<file path="config.mk">
export PLATFORM = sky130hd
export DESIGN_NAME = intersection_scheduler
export DESIGN_NICKNAME = d
export VERILOG_FILES = /design/src/rtl/intersection_scheduler.sv
export SDC_FILE = /design/constraint.sdc
export NUM_CORES = 1
export LEC_CHECK = 0
export CORE_UTILIZATION = 50
export CTS_BUF_LIST = sky130_fd_sc_hd__clkbuf_8
export DETAILED_ROUTE_END_ITERATION = 12
export HOLD_SLACK_MARGIN = 0.1
export PLACE_DENSITY = 0.85
export SLEW_MARGIN = 10
export SYNTH_ARGS = -nofsm -noshare
export SYNTH_HDL_FRONTEND = slang
export SYNTH_SLANG_ARGS = --single-unit
</file>
<file path="constraint.sdc">
create_clock -name clk -period 2.2 [get_ports clk]
set_input_delay 0.44 -clock clk [delete_from_list [all_inputs] [get_ports clk]]
set_output_delay 0.44 -clock clk [all_outputs]
set_load 0.1 [all_outputs]
</file>
<file path="src/rtl/intersection_scheduler.sv">
// intersection_scheduler: two-approach (NS / EW) traffic-light scheduler with
// minimum/maximum green, yellow and all-red clearance timing, and latched
// vehicle requests.
// Optional pedestrian walk phase: define PED_WALK_EN to add ped_req, walk and
// the WALK state.
// All timing parameters must lie in 1..63, with GREEN_MIN <= GREEN_MAX.
module intersection_scheduler #(
  parameter int GREEN_MIN = 10,
  parameter int GREEN_MAX = 30,
  parameter int YELLOW_T  = 4,
  parameter int ALLRED_T  = 2,
  parameter int WALK_T    = 8
) (
  input  logic       clk,
  input  logic       reset_n,
  input  logic       enable,
  input  logic       req_ns,
  input  logic       req_ew,
`ifdef PED_WALK_EN
  input  logic       ped_req,
  output logic       walk,
`endif
  output logic       ns_red,
  output logic       ns_yellow,
  output logic       ns_green,
  output logic       ew_red,
  output logic       ew_yellow,
  output logic       ew_green,
  output logic [2:0] phase
);

  // The state encoding is also the externally visible phase code.
  typedef enum logic [2:0] {
    ST_ALL_RED = 3'd0,
    ST_NS_G    = 3'd1,
    ST_NS_Y    = 3'd2,
    ST_EW_G    = 3'd3,
    ST_EW_Y    = 3'd4
`ifdef PED_WALK_EN
    , ST_WALK  = 3'd5
`endif
  } state_e;

  // Final counter value of each phase; the counter is cleared on every state change.
  localparam logic [5:0] GMIN_LAST   = 6'(GREEN_MIN - 1);
  localparam logic [5:0] GMAX_LAST   = 6'(GREEN_MAX - 1);
  localparam logic [5:0] YELLOW_LAST = 6'(YELLOW_T - 1);
  localparam logic [5:0] ALLRED_LAST = 6'(ALLRED_T - 1);
`ifdef PED_WALK_EN
  localparam logic [5:0] WALK_LAST   = 6'(WALK_T - 1);
`endif

  // Direction of the most recently served green.
  localparam logic DIR_NS = 1'b0;
  localparam logic DIR_EW = 1'b1;

  state_e     state_q, state_d;
  logic [5:0] cnt_q, cnt_d;
  logic       lastDir_q, lastDir_d;
  logic       pendNs_q, pendNs_d;
  logic       pendEw_q, pendEw_d;
`ifdef PED_WALK_EN
  logic       pendPed_q, pendPed_d;
`endif

  logic       pedPending;
  logic       conflictNs;
  logic       conflictEw;
  logic       enterNs;
  logic       enterEw;
  logic       inGreen;
  state_e     vehNext;

`ifdef PED_WALK_EN
  assign pedPending = pendPed_q;
`else
  assign pedPending = 1'b0;
`endif

  // A green is challenged by a pending request from the cross approach or a pedestrian.
  assign conflictNs = pendEw_q | pedPending;
  assign conflictEw = pendNs_q | pedPending;

  assign enterNs = (state_d == ST_NS_G) && (state_q != ST_NS_G);
  assign enterEw = (state_d == ST_EW_G) && (state_q != ST_EW_G);
  assign inGreen = (state_q == ST_NS_G) || (state_q == ST_EW_G);

  // Vehicle arbitration: serve the approach opposite the last green first, then the same one, else default NS.
  always_comb begin
    vehNext = ST_NS_G;
    if (lastDir_q == DIR_EW) begin
      if (pendNs_q) begin
        vehNext = ST_NS_G;
      end else if (pendEw_q) begin
        vehNext = ST_EW_G;
      end
    end else begin
      if (pendEw_q) begin
        vehNext = ST_EW_G;
      end else if (pendNs_q) begin
        vehNext = ST_NS_G;
      end
    end
  end

  // State, counter, direction and request latches; reset drops straight to all-red with nothing pending.
  always_ff @(posedge clk or negedge reset_n) begin
    if (!reset_n) begin
      state_q   <= ST_ALL_RED;
      cnt_q     <= '0;
      lastDir_q <= DIR_EW;
      pendNs_q  <= 1'b0;
      pendEw_q  <= 1'b0;
`ifdef PED_WALK_EN
      pendPed_q <= 1'b0;
`endif
    end else begin
      state_q   <= state_d;
      cnt_q     <= cnt_d;
      lastDir_q <= lastDir_d;
      pendNs_q  <= pendNs_d;
      pendEw_q  <= pendEw_d;
`ifdef PED_WALK_EN
      pendPed_q <= pendPed_d;
`endif
    end
  end

  // Next-state selection; nothing advances while enable is low.
  always_comb begin
    state_d = state_q;
    if (enable) begin
      case (state_q)
        ST_ALL_RED: begin
          if (cnt_q == ALLRED_LAST) begin
`ifdef PED_WALK_EN
            state_d = pedPending ? ST_WALK : vehNext;
`else
            state_d = vehNext;
`endif
          end
        end
        ST_NS_G: begin
          if (conflictNs && ((!req_ns && (cnt_q >= GMIN_LAST)) || (cnt_q == GMAX_LAST))) begin
            state_d = ST_NS_Y;
          end
        end
        ST_NS_Y: begin
          if (cnt_q == YELLOW_LAST) begin
            state_d = ST_ALL_RED;
          end
        end
        ST_EW_G: begin
          if (conflictEw && ((!req_ew && (cnt_q >= GMIN_LAST)) || (cnt_q == GMAX_LAST))) begin
            state_d = ST_EW_Y;
          end
        end
        ST_EW_Y: begin
          if (cnt_q == YELLOW_LAST) begin
            state_d = ST_ALL_RED;
          end
        end
`ifdef PED_WALK_EN
        ST_WALK: begin
          if (cnt_q == WALK_LAST) begin
            state_d = vehNext;
          end
        end
`endif
        default: begin
          state_d = ST_ALL_RED;
        end
      endcase
    end
  end

  // Phase counter: clears on a state change, saturates during green, frozen while disabled.
  always_comb begin
    cnt_d = cnt_q;
    if (enable) begin
      if (state_d != state_q) begin
        cnt_d = '0;
      end else if (inGreen && (cnt_q == GMAX_LAST)) begin
        cnt_d = cnt_q;
      end else begin
        cnt_d = cnt_q + 6'd1;
      end
    end
  end

  // Request latches set on any cycle the input is high and clear on entry to the serving phase.
  always_comb begin
    pendNs_d = enterNs ? 1'b0 : (pendNs_q | req_ns);
    pendEw_d = enterEw ? 1'b0 : (pendEw_q | req_ew);
`ifdef PED_WALK_EN
    pendPed_d = ((state_d == ST_WALK) && (state_q != ST_WALK)) ? 1'b0 : (pendPed_q | ped_req);
`endif
  end

  // Remember which approach was served most recently.
  always_comb begin
    lastDir_d = lastDir_q;
    if (enterNs) begin
      lastDir_d = DIR_NS;
    end else if (enterEw) begin
      lastDir_d = DIR_EW;
    end
  end

  // Lamp decode from the state register: red unless in the approach's own green or yellow.
  always_comb begin
    ns_red    = 1'b1;
    ns_yellow = 1'b0;
    ns_green  = 1'b0;
    ew_red    = 1'b1;
    ew_yellow = 1'b0;
    ew_green  = 1'b0;
`ifdef PED_WALK_EN
    walk      = 1'b0;
`endif
    case (state_q)
      ST_NS_G: begin
        ns_red   = 1'b0;
        ns_green = 1'b1;
      end
      ST_NS_Y: begin
        ns_red    = 1'b0;
        ns_yellow = 1'b1;
      end
      ST_EW_G: begin
        ew_red   = 1'b0;
        ew_green = 1'b1;
      end
      ST_EW_Y: begin
        ew_red    = 1'b0;
        ew_yellow = 1'b1;
      end
`ifdef PED_WALK_EN
      ST_WALK: begin
        walk = 1'b1;
      end
`endif
      default: begin
        ns_red = 1'b1;
        ew_red = 1'b1;
      end
    endcase
  end

  assign phase = state_q;

endmodule

</file>
==> qor.yml, run 1 <==
clock_network:
  clk_latency_ns: 0.24
  cts_buffer_depth: 2
  numClockSinks: 12
  h-tree-depth: 1
  cts_root_buf: "clkbuf_8"
  cts_inserted_buffers: 3
  tritoncts: "yes"
  worst_setup_hold_path_clk_slew_ns: 0.06
timing:
  finalCritPeriodShare: 0.991
  finalSetupViolCount: 0
  max-slew-margin-rel: 0.639
  hold_viol_final: 0
  fmax_ghz: 0.459
  setup_tns_ns: 0
  grt_setup_unrepaired: "yes"
  fin_crit_ns: 2.18
  whs_ns: 0.547
  max_slew.worst_pin.slew_ns: 0.540
  final-max-slew-violation-count: 0
  clock_skew_ns: 0.00994
  final_critical_path_setup_slack_ns: 0.0197
logic_synthesis:
  post_synth_num_cell_types: 46
  syn_area_sq_um: 956
  synthFlopType: "dfrtp_1"
  number_of_standard_cells_after_synthesis: 102
  synth_area_per_cell_sq_um: 9.37
  synth_edf_count: 0
  synth_seq_cells: 12
  mappedNetlistNets: 110
  async_reset_ff_frac: 1.00
  yosysSeqAreaShare: 0.315
  ys_warn_count: 0
floorplanning:
  initial_util: 0.542
  io-pin-count: 14
  floorplan.die.height_um: 45.7
  fp.dieArea_sq_um: 2090
  fp.dieW_um: 45.7
  floorplan.rows: 15
  fp.coreArea_sq_um: 1760
run_status:
  status: "finished clean"
worst_setup_path:
  worstSetupEndpointType: "register"
  worst-r2r-cell-count: 8
  regToRegStartpoint: "cnt_q[0]"
  crit-reg2reg-capture: "cnt_q[3]"
  timing_worst_setup_path_type: "register to register"
  critPathArrivalTime_ns: 2.33
  crit_fanout: 5
  crit_path_cell_trace: "inv_1 > ha_1 > nor3b_4 > o32a_1 > o2111ai_2 > a221oi_4 > nand3_4 > o311ai_4"
  cpPeakStageDelay_ns: 0.42
  worstPathRequired_ns: 2.35
  worst_setup_path_start_kind: "register"
  r2r_slack_ns: 0.02
  worst_path_dominant_cell_family: "compound AO/OA/AOI/OAI gates"
  cp.buffers_inverters: 1
  crit_slowest_cell: "dfrtp_1"
global_route:
  vias_in_the_first_global_route: 942
  grt_remaining_overflow: 0
  antenna_violations_before_repair: 0
  grt_max_degree: 13
  first_pass_grt_wire_length_mm: 4.46
  grt_use_total: 0.306
finish:
  layout.cells.most_common_list: "16 x buf_4, 10 x inv_1, 7 x nand2_1, 7 x dfrtp_1"
  layout.nets: 138
  layout.cells.most_common: "buf_4"
  layout.cells.non_filler: 154
  drive_gt1_frac: 0.434
  area_growth_syn_to_layout_pct: 49.2
  n_antenna_cell: 0
drt:
  dr_total_vias: 977
  drtPass1Iterations: 4
  avgViaCountPerCell: 6.34
  drt_iter0_drc: 43
  routed_wl_mm: 2.75
  route.detailed.wl_per_inst_um: 17.8
  remaining_drc_errors: 0
  detail-route-antenna-nets: 0
placed_design:
  dp_worst_setup_slack_ns: -0.171
  dp_cells: 148
  place.detailed.hpwl_mm: 1.96
  final_weighted_congestion_in_routability_driven_placement: 0.945
  buffer_ports.inserted: 13
job:
  drv.max_cap_violation_count: 0
hold_path:
  hp-class: "primary input to async pin"
[synth_stat cells (2+ instances only)]
| cell type | number | area share |
|---|---|---|
| o22ai_1 | 2 | 0.013 |
| o22a_1 | 2 | 0.018 |
| a21oi_1 | 2 | 0.010 |
| nand2b_1 | 6 | 0.039 |
| o211ai_1 | 2 | 0.016 |
| inv_1 | 11 | 0.043 |
| nand3_1 | 4 | 0.021 |
| ha_1 | 3 | 0.039 |
| o311ai_2 | 2 | 0.034 |
| o21ai_0 | 3 | 0.016 |
| nor3_1 | 3 | 0.016 |
| buf_2 | 2 | 0.010 |
| dfrtp_1 | 11 | 0.29 |
| nor2_1 | 7 | 0.027 |
| o211a_1 | 2 | 0.021 |
| o221ai_1 | 2 | 0.018 |
| nand2_1 | 8 | 0.031 |
| o31a_1 | 2 | 0.018 |
[worst register-to-register path, cell delays in order (launching register included)]
cell,delay (ns)
dfrtp_1,0.42
inv_1,0.07
ha_1,0.14
nor3b_4,0.22
o32a_1,0.25
o2111ai_2,0.18
a221oi_4,0.37
nand3_4,0.18
o311ai_4,0.25
[logic make-up after synthesis]
kind of cell	Yosys count	share of synthesized area
mux	1	0.0105
flops	12	0.315
compound gates	31	0.310
fa+ha+maj	3	0.0393
buf+inv	15	0.0654
simple gates	40	0.259
[through the flow]
step	util	instance area, sq um
5_1_grt	0.809	1430
6_report	0.809	1430
3_5_place_dp	0.740	1310
2_1_floorplan	-	1050
4_1_cts	0.787	1390
3_3_place_gp	0.740	1310
[layout make-up]
cell class	count	area, sq um
timing repair buffer	27	292
tap	25	31.3
multi-input combinational	75	699
sequential	12	314
clock buffer	3	41.3
inverter	11	45.0
fill	117	338
clock inverter	1	3.75
[registers in the layout, summed over array words and instances, names as in the netlist]
name and flops:
phase 3, lastDir_q 1, cnt_q 6, conflictEw 1, conflictNs 1
[how the worst max path moves through the flow]
stage | from | end | cells past startpoint
global route | cnt_q[0] | cnt_q[3] | 8
global placement | req_ew | conflictEw | 7
CTS | cnt_q[0] | conflictEw | 8
floorplan | phase[0] | ew_red | 5
detailed placement | req_ew | conflictEw | 7
finish | cnt_q[0] | cnt_q[3] | 8
[routing by layer]
metal,share of wire,GRT usage,up-vias
li1,-,-,436
met2,0.49,0.460,60
met3,0.076,0.0595,19
met4,0.039,0.165,0
met1,0.39,0.413,462
met5,0,0,-
[timing repair]
action,4_1_cts,5_1_grt
hold buffers,0,0
resized for setup,6,6
endpoints found under the setup margin,5,8
pin swaps,3,8
buffers inserted,1,1
Power of run 1 is left out: the tool's default activity adds up to more than one toggle a clock period on the data nets, which glitch-free logic cannot reach.
==> inputs of run 2 (changes only) <==
- ABC_AREA: not set -> 1
- ABC_CLOCK_PERIOD_IN_PS: not set -> 2200
- CORE_UTILIZATION: 50 -> 51
- PLACE_DENSITY: 0.85 -> 0.86
==> run 2 against run 1 <==
Net effect: cell area decreased by 4.2%; flip-flop and latch count unchanged; register-to-register slack improved by 0.16 ns; via count rose by 4.1%; synthesized cell count is 42% higher; clock skew is 0.00052 ns lower; critical path depth rose by 8; area after synthesis grew 6.3%; maximum frequency increased by 7.8%; utilization fell by 5.0 points; hold slack worse by 0.030 ns; global-route usage fell by 4.8 points; highest routed layer unchanged.
==> qor.yml, run 2 <==
placed_design:
  final_weighted_congestion_in_routability_driven_placement: 0.905  # -4.3%
  post_detailed_placement_cell_area_sq_um: 1280  # -1.9%
  buffer_ports.inserted: 13  # unchanged
  place.detailed.hpwl_mm: 1.83  # -6.3%
worst_setup_path:
  worst_setup_path_start_kind: "register"
  critPathArrivalTime_ns: 2.20  # -0.13 ns
  worstPathRequired_ns: 2.38  # +0.03 ns
  timing_worst_setup_path_type: "register to register"
  worstSetupEndpointType: "register"
  crit_fanout: 6  # +1
logic_synthesis:
  yosysSeqAreaShare: 0.297  # -0.0186
  ys_top_cells_by_area: "dfrtp_1 27%, nand2_1 15%, nand4_1 6.8%"
  post-synth-top-count-cell: "nand2_1"
  number_of_standard_cells_after_synthesis: 145  # +42%
  syn_area_sq_um: 1020  # +6.3%
  mappedNetlistNets: 153  # +39%
  synth_seq_cells: 12  # unchanged
  synth_edf_count: 0  # unchanged
  synth_common_cells: "40 x nand2_1, 16 x nor2_1, 15 x inv_1"
  post_synth_num_cell_types: 28  # -39%
  async_reset_ff_frac: 1.00  # unchanged
  synth_largest_area_cell: "dfrtp_1"
  synth_area_per_cell_sq_um: 7.01  # -25%
  synth.top_cell.area_share: 0.271  # -0.0170
  synthFlopType: "dfrtp_1"
  ys_warn_count: 0  # unchanged
timing:
  clock_skew_ns: 0.00941  # -0.000524 ns
  finalSetupViolCount: 0  # unchanged
  finalCritPeriodShare: 0.919  # -0.0719
  final-max-slew-violation-count: 0  # unchanged
  fin_crit_ns: 2.02  # -0.158 ns
  max_slew.worst_pin.slew_ns: 0.547  # +0.00773 ns
  fmax_ghz: 0.495  # +7.8%
  hold_viol_final: 0  # unchanged
  max-slew-margin-rel: 0.634  # -0.00517
drt:
  drtPass1Iterations: 4  # unchanged
  drt_iter0_drc: 26  # -40%
  remaining_drc_errors: 0  # unchanged
  dr_total_vias: 1017  # +4.1%
  routed_wl_mm: 2.48  # -9.6%
  avgViaCountPerCell: 5.38  # -15%
  detail-route-antenna-nets: 0  # unchanged
  route.detailed.wl_per_inst_um: 13.1  # -26%
power:
  leakage_nw: 0.673
  vdd.ir_drop.worst_mv: 1.15
  total_power_mw: 2.12
  power_density_nw_per_um2: 1550
floorplanning:
  fp.dieW_um: 46.6  # +2.0%
  floorplan.rows: 15  # unchanged
  fp.coreArea_sq_um: 1800  # +2.1%
  initial_util: 0.564  # +0.0220
  floorplan.die.height_um: 46.6  # +2.0%
  fp.dieArea_sq_um: 2170  # +4.0%
  io-pin-count: 14  # unchanged
global_route:
  grt_remaining_overflow: 0  # unchanged
  grt_use_total: 0.258  # -0.0476
  vias_in_the_first_global_route: 905  # -3.9%
  first_pass_grt_wire_length_mm: 3.91  # -12%
  antenna_violations_before_repair: 0  # unchanged
  grt_max_degree: 13  # unchanged
finish:
  area_growth_syn_to_layout_pct: 34.5
  layout.cells.most_common_list: "38 x nand2_1, 16 x inv_1, 14 x nor2_1, 11 x nand4_1"
  layout.nets: 173  # +25%
  final_design_area_no_fill_sq_um: 1370  # -4.2%
  utilization: 0.758  # -0.0502
  top_register_by_number_of_flip_flops: "cnt_q"
  fillCellCount: 131  # +12%
  drive_gt1_frac: 0.372  # -0.0622
  largest_register_ff_count: 6  # unchanged
  layout.cells.most_common: "nand2_1"
  n_antenna_cell: 0  # unchanged
run_status:
  status: "finished clean"
clock_network:
  h-tree-depth: 1  # unchanged
  numClockSinks: 12  # unchanged
  cts_inserted_buffers: 3  # unchanged
  tritoncts: "yes"
  cts_root_buf: "clkbuf_8"
  clk_latency_ns: 0.25  # about the same
  cts_buffer_depth: 2  # unchanged
  worst_setup_hold_path_clk_slew_ns: 0.06  # about the same
hold_path:
  hp-class: "register to register"
job:
  drv.max_cap_violation_count: 0  # unchanged
## run 2: power by group
part	internal, mW	switching [mW]	total [mW]
sequential	0.314	0.117	0.431
clock	0.123	0.0810	0.204
combinational	0.483	1.00	1.49
## run 2: cell type report
type / count / area (sq um) / area share
multi-input combinational: 106 / 662 / 0.484
sequential: 12 / 315 / 0.231
timing repair buffer: 18 / 220 / 0.161
inverter: 24 / 92.6 / 0.0678
clock buffer: 3 / 41.3 / 0.0302
tap: 25 / 31.3 / 0.0229
clock inverter: 1 / 3.75 / 0.00275
## run 2: routing by layer
layer  up-vias  track usage  share of wire
met5         -            0              0
met4         0        0.109          0.016
met3         5       0.0275          0.039
met2        28        0.419           0.50
met1       484        0.345           0.44
li1        500            -              -
## run 2: critical path: stages, from the launching register on
cell,delay [ns]
dfrtp_2,0.45
ha_2,0.21
inv_1,0.10
nand2_1,0.07
nand2_1,0.09
nand2_2,0.07
nand2_1,0.07
nand2_2,0.06
nand2_1,0.06
nand2_1,0.07
nand4_1,0.14
nand2_1,0.09
nand2_2,0.09
inv_2,0.05
nor2_4,0.16
nand4_1,0.11
nand2_1,0.08
## run 2: path summary, 6_finish.rpt
kind,startpoint,end,slack (ns),depth (start not counted)
setup / recovery,cnt_q[0],cnt_q[0],0.18,16
hold / removal,lastDir_q,lastDir_q,0.52,2
setup reg to reg,cnt_q[0],cnt_q[0],0.18,16
hold reg to reg,lastDir_q,lastDir_q,0.52,2
max in group asynchronous,reset_n,phase[1],1.23,1
min in group asynchronous,reset_n,cnt_q[5],0.55,1
## run 2: repair_timing
| action | CTS | global route |
|---|---|---|
| hold buffers | 0 | 0 |
| buffers inserted | 0 | 2 |
| resized for setup | 0 | 8 |
| endpoints found under the setup margin | 0 | 8 |
## run 2: kinds of logic after synthesis
kind of cell,share of synthesized area
adder cells (fa/ha/maj),0.0369
AO/OA/AOI/OAI,0.0382
flip-flops,0.297
buffers and inverters,0.105
XOR/XNOR,0.0259
AND/OR/NAND/NOR,0.498
## run 2: per-stage QoR
step           setup WS (ns)  setup TNS, ns  instances  hold WS (ns)
3_3_place_gp           0.262              0        183         0.493
2_1_floorplan         -0.476          -3.61        145         0.144
3_5_place_dp           0.224              0        183         0.526
4_1_cts                0.168              0        187         0.534
5_1_grt              -0.0106        -0.0106        189         0.549
6_report               0.178              0        189         0.517
(Power assumes the default switching activity.)
